===== src/rtl/regfile_bus_ctrl.sv =====
// Initiator for the general-purpose register file's single-select port.
// Takes LDI / MOV / RD commands over a valid/ready handshake and sequences
// the port's write/output enables, select and write data. RD results are
// returned over a valid/ready response channel. Every rf_* and rsp_* output
// comes straight from a flop. Each flop is loaded with the value that the
// next state requires.
module regfile_bus_ctrl #(
    parameter int N     = 8,
    parameter int CNT_W = 16
) (
    input  logic             clk,
    input  logic             rst_n,
    input  logic             cmd_valid,
    output logic             cmd_ready,
    input  logic [1:0]       cmd_op,
    input  logic [2:0]       cmd_rd,
    input  logic [2:0]       cmd_rs,
    input  logic [N-1:0]     cmd_imm,
    output logic             rsp_valid,
    input  logic             rsp_ready,
    output logic [N-1:0]     rsp_data,
    output logic             rf_write_en,
    output logic             rf_out_en,
    output logic [2:0]       rf_sel,
    output logic [N-1:0]     rf_wdata,
    input  logic [N-1:0]     rf_rdata,
    output logic             busy,
    output logic [CNT_W-1:0] wr_count
);

    typedef enum logic [1:0] {
        IDLE  = 2'd0,
        READ  = 2'd1,
        WRITE = 2'd2,
        RESP  = 2'd3
    } state_t;

    localparam logic [1:0] OP_NOP = 2'b00;
    localparam logic [1:0] OP_LDI = 2'b01;
    localparam logic [1:0] OP_MOV = 2'b10;
    localparam logic [1:0] OP_RD  = 2'b11;

    localparam logic [CNT_W-1:0] CNT_ONE = {{(CNT_W-1){1'b0}}, 1'b1};

    state_t           state_reg, state_next;
    // The source index and the immediate go straight into the registered
    // rf_sel / rf_wdata drivers on the accept edge. Only the opcode and the
    // destination index must persist beyond that edge.
    logic [1:0]       op_reg, op_next;
    logic [2:0]       rd_reg, rd_next;
    logic [N-1:0]     data_reg, data_next;
    logic             rf_write_en_reg, rf_write_en_next;
    logic             rf_out_en_reg, rf_out_en_next;
    logic [2:0]       rf_sel_reg, rf_sel_next;
    logic [N-1:0]     rf_wdata_reg, rf_wdata_next;
    logic             rsp_valid_reg, rsp_valid_next;
    logic [N-1:0]     rsp_data_reg, rsp_data_next;
    logic [CNT_W-1:0] wr_count_reg, wr_count_next;

    assign cmd_ready   = (state_reg == IDLE);
    assign busy        = (state_reg != IDLE);
    assign rf_write_en = rf_write_en_reg;
    assign rf_out_en   = rf_out_en_reg;
    assign rf_sel      = rf_sel_reg;
    assign rf_wdata    = rf_wdata_reg;
    assign rsp_valid   = rsp_valid_reg;
    assign rsp_data    = rsp_data_reg;
    assign wr_count    = wr_count_reg;

    // Next-state logic and the port drive values that the next state requires.
    always_comb begin
        state_next       = state_reg;
        op_next          = op_reg;
        rd_next          = rd_reg;
        data_next        = data_reg;
        rf_write_en_next = 1'b0;
        rf_out_en_next   = 1'b0;
        rf_sel_next      = rf_sel_reg;
        rf_wdata_next    = '0;
        rsp_valid_next   = rsp_valid_reg;
        rsp_data_next    = rsp_data_reg;
        wr_count_next    = wr_count_reg;

        case (state_reg)
            IDLE: begin
                if (cmd_valid) begin
                    op_next = cmd_op;
                    rd_next = cmd_rd;
                    case (cmd_op)
                        OP_LDI: begin
                            state_next       = WRITE;
                            rf_write_en_next = 1'b1;
                            rf_sel_next      = cmd_rd;
                            rf_wdata_next    = cmd_imm;
                        end
                        OP_MOV, OP_RD: begin
                            state_next     = READ;
                            rf_out_en_next = 1'b1;
                            rf_sel_next    = cmd_rs;
                        end
                        default: begin
                            // NOP: accepted; nothing else happens.
                        end
                    endcase
                end
            end
            READ: begin
                // rf_rdata is valid during this cycle. It is captured at the closing edge.
                data_next = rf_rdata;
                if (op_reg == OP_MOV) begin
                    state_next       = WRITE;
                    rf_write_en_next = 1'b1;
                    rf_sel_next      = rd_reg;
                    rf_wdata_next    = rf_rdata;
                end else begin
                    state_next     = RESP;
                    rsp_valid_next = 1'b1;
                    rsp_data_next  = rf_rdata;
                end
            end
            WRITE: begin
                wr_count_next = wr_count_reg + CNT_ONE;
                state_next    = IDLE;
            end
            RESP: begin
                if (rsp_ready) begin
                    rsp_valid_next = 1'b0;
                    state_next     = IDLE;
                end
            end
            default: state_next = IDLE;
        endcase
    end

    // State, latched command and registered port drivers.
    // Reset abandons any sequence that is in progress.
    always_ff @(posedge clk or negedge rst_n) begin
        if (!rst_n) begin
            state_reg       <= IDLE;
            op_reg          <= OP_NOP;
            rd_reg          <= '0;
            data_reg        <= '0;
            rf_write_en_reg <= 1'b0;
            rf_out_en_reg   <= 1'b0;
            rf_sel_reg      <= '0;
            rf_wdata_reg    <= '0;
            rsp_valid_reg   <= 1'b0;
            rsp_data_reg    <= '0;
            wr_count_reg    <= '0;
        end else begin
            state_reg       <= state_next;
            op_reg          <= op_next;
            rd_reg          <= rd_next;
            data_reg        <= data_next;
            rf_write_en_reg <= rf_write_en_next;
            rf_out_en_reg   <= rf_out_en_next;
            rf_sel_reg      <= rf_sel_next;
            rf_wdata_reg    <= rf_wdata_next;
            rsp_valid_reg   <= rsp_valid_next;
            rsp_data_reg    <= rsp_data_next;
            wr_count_reg    <= wr_count_next;
        end
    end

endmodule


===== config.mk =====
export PLATFORM = sky130hd
export DESIGN_NAME = regfile_bus_ctrl
export DESIGN_NICKNAME = d
export VERILOG_FILES = /design/src/rtl/regfile_bus_ctrl.sv
export SDC_FILE = /design/constraint.sdc
export NUM_CORES = 1
export LEC_CHECK = 0
export ABC_CLOCK_PERIOD_IN_PS = 2000
export CAP_MARGIN = 20
export CORE_ASPECT_RATIO = 0.9
export CORE_MARGIN = 2
export CORE_UTILIZATION = 40
export CTS_CLUSTER_SIZE = 20
export DETAILED_ROUTE_END_ITERATION = 8
export PLACE_DENSITY = 0.73
export SYNTH_ARGS = -nofsm -noshare
export SYNTH_HDL_FRONTEND = slang
export SYNTH_SLANG_ARGS = --single-unit

===== constraint.sdc =====
create_clock -name clk -period 2 [get_ports clk]
set_clock_uncertainty 0.1 [all_clocks]
set_input_delay 0.6 -clock clk [delete_from_list [all_inputs] [get_ports clk]]
set_output_delay 0.6 -clock clk [all_outputs]
set_load 0.02 [all_outputs]

==> summary.md <==
| Metric | Value |
|---|---|
| Setup CP Type | reg -> out |
| Asr flop ratio synth | 100% |
| Req. time, crit path | around 1300 ps |
| Pin count of the biggest net entering global routing | 46 |
| Worst Setup End Kind | primary output |
| Num CTS Buffers | 5 |
| Die area | about 5300 sq um |
| Port buffer count | 67 |
| Pre-CTS setup slack | -93.6 ps |
| Primary FF master, synth | dfrtp_1 |
| Post-synth top cells | dfrtp_1 (45), mux2_1 (14), nand2_1 (14) |
| Clock transition at the registers of the reported paths | 80 ps |
| DRT antenna net count | 0 |
| Clk_lat worst skew | 290 ps |
| Slowest stage delay, CP | 610 ps |
| Syn Area/Cell | ~13 sq um |
| HP Class | in -> async |
| Max FFs per register | 16 |
| Crit share post-route | 97.4% |
| Area delta synth->final | 45.9% |
| Post-synth EDFFs | 0 |
| Post-route insts no fill | 283 |
| Final count of pins violating max slew | 0 |
| Dpl cells | ~270 |
| Worst Path Max Fanout | 2 |
| DRT Pass-1 Iters | 4 |
| First-pass GRT wire length | between 6000 and 7000 um |
| Ant diodes | 0 |
| Worst setup margin | between 50 and 60 ps |
| CTS max path bufs | 2 |
| First DRT Iteration DRCs | 60 |
| Crit path arrival time | between 1000 and 1500 ps |
| Drt via density | 5.02 |
| Max H-tree Level | 2 |
| Detail-routed net length per standard cell | ~15 um |
| Die H | 69.2 um |
| Via count | 1421 |
| Worst relative slew slack | 61.8% |
| Dpl cell area | ~2600 sq um |
| Root buf cell | clkbuf_8 |
| Max VDD drop | 0.000891 V |
| # IOs | 68 |
| Crit path depth | 1 |
| Cell chain of the critical path | clkdlybuf4s50_1 |
| Largest area contributor in the netlist | dfrtp_1 |
| Ys Warns | 0 |
| Tmin final | about 1900 ps |
| RSZ-0062 raised after global routing | no |
| Final HPWL DP | 3060 um |
| Slew of the pin with the lowest slew margin | 573 ps |
| Mapped Cells | 144 |
| Sequential fraction of the synthesis area | around three fifths |
| Post-route cell area | 2750 sq um |
| Cell Area, Synth | 1890 sq um |
| Post-Route WL | 4130 um |
| Achievable clock frequency | around 0.51 GHz |
| CP Launch Type | register |
| Final hold slack | 277 ps |
| Count leader, synth | dfrtp_1 |
| Outcome | completed |
| CTS tree | built |
| Total power per unit cell area | 1230 nW/um^2 |
| Syn nets | 173 |
| Total power | between 3 and 4 mW |
| Leakage power | between 1 and 1.5 nW |
| Top area cells in the synthesized netlist | dfrtp_1 (60%), mux2_1 (8.4%), xnor2_1 (5.6%) |
| Buf/Inv on CP | 1 |
| Seq cells post-synth | 45 |
| TritonCTS Sinks | 45 |
| Final Setup Violations | 0 |
| Synth cell types | 33 |
| # DRC | 0 |
| Fill cells | 378 |
| Max cap viols | 0 |
| Total global-route track usage | between 10% and 20% |
| Final #Nets | 249 |
| Number of global-route vias before repair | around 1500 |
| Initial antenna violation count | 0 |
| Slowest CP cell | clkdlybuf4s50_1 |
| Placer Congestion | 0.827 |
| Row cnt | 23 |
| Die W | roughly 76 um |
| CP top delay family | buffers and inverters |
| Post-synth top area share | around 60% |
| R2R cell count | 4 |
| Core region area | about 4500 sq um |
| Initial Util | 42.0% |
| GRT Residual Overflow | 0 |
| Final Hold Fails | 0 |
| Fraction of layout cells with a size suffix above 1 | 11.3% |
## repair_timing
action / 4_1_cts / 5_1_grt
pin swaps: 0 / 1
setup endpoints to repair: 17 / 12
resized for setup: 18 / 13
setup buffers: 0 / 1
hold buffers: 0 / 0
## metal layers
metal	up-vias	global-route usage (%)	wire length [um]
met2	62	26.9	1950
met5	-	0	0
met4	0	4.65	68
met1	698	20.2	1730
li1	653	-	-
met3	8	7.59	381
## power by group
group / total, mW / leakage, nW / switching (mW) / internal, mW
sequential: 1.39 / 0.577 / 0.199 / 1.19
combinational: 1.47 / 0.774 / 0.748 / 0.721
clock: 0.535 / 0.0385 / 0.288 / 0.247
total: 3.39 / 1.39 / 1.23 / 2.16
## through the flow
stage / util, % / TNS, ps
after detailed placement: 58.9 / -916
after global routing: 61.3 / 0
after global placement: 58.9 / -365
after CTS: 60.5 / 0
final: 61.3 / 0
after floorplan: - / 0
## cell type report
cell class                 count  area, sq um  share of cell area, %
timing repair buffer          73          718                   26.1
inverter                       2         7.51                  0.273
clock inverter                 1         7.51                  0.273
clock buffer                   7         76.3                   2.77
sequential                    45         1130                   40.9
tap                           62         77.6                   2.82
multi-input combinational     93          739                   26.9
## cells by family after synthesis
kind of cell | count (synthesis) | synth area share [%]
AO/OA/AOI/OAI | 16 | 6.70
adder cells (fa/ha/maj) | 1 | 0.663
AND/OR/NAND/NOR | 42 | 13.3
buffers and inverters | 6 | 1.52
flip-flops | 45 | 59.7
multiplexers | 19 | 11.1
XOR/XNOR | 15 | 6.96
## final timing paths
| path | end | slack, ps | from |
|---|---|---|---|
| worst max-delay path | rsp_data[1] | 50 | rsp_data[1]$_DFFE_PN0P_ |
| worst min-delay path | wr_count[4]$_DFFE_PN0N_ | 280 | rst_n |
| worst max register to register | rsp_data[6]$_DFFE_PN0P_ | 290 | state_reg[0]$_DFFE_PN0P_ |
| worst min register to register | wr_count[15]$_DFFE_PN0N_ | 370 | wr_count[15]$_DFFE_PN0N_ |
| max in group asynchronous | wr_count[9]$_DFFE_PN0N_ | 1120 | rst_n |
| min in group clk | wr_count[15]$_DFFE_PN0N_ | 370 | wr_count[15]$_DFFE_PN0N_ |
## cell usage in the layout, fill, tap and decap left out, types with 2 or more instances in the layout
cell type        instances
nand4_1                  6
dfrtp_1                 45
clkdlybuf4s50_1         38
buf_4                    6
nand3b_1                 2
nand2_1                 14
a21oi_1                  2
dlygate4sd2_1           16
nand3_1                  3
mux2_1                  14
o21ai_0                  4
mux2i_1                  3
clkbuf_8                 5
mux2_2                   2
clkbuf_1                 2
dlymetal6s2s_1          11
a22o_1                   8
xnor2_1                 12
nor2_2                   2
and3_1                   2
xor2_1                   3
nand2_2                  2
(Power assumes the default switching activity.)
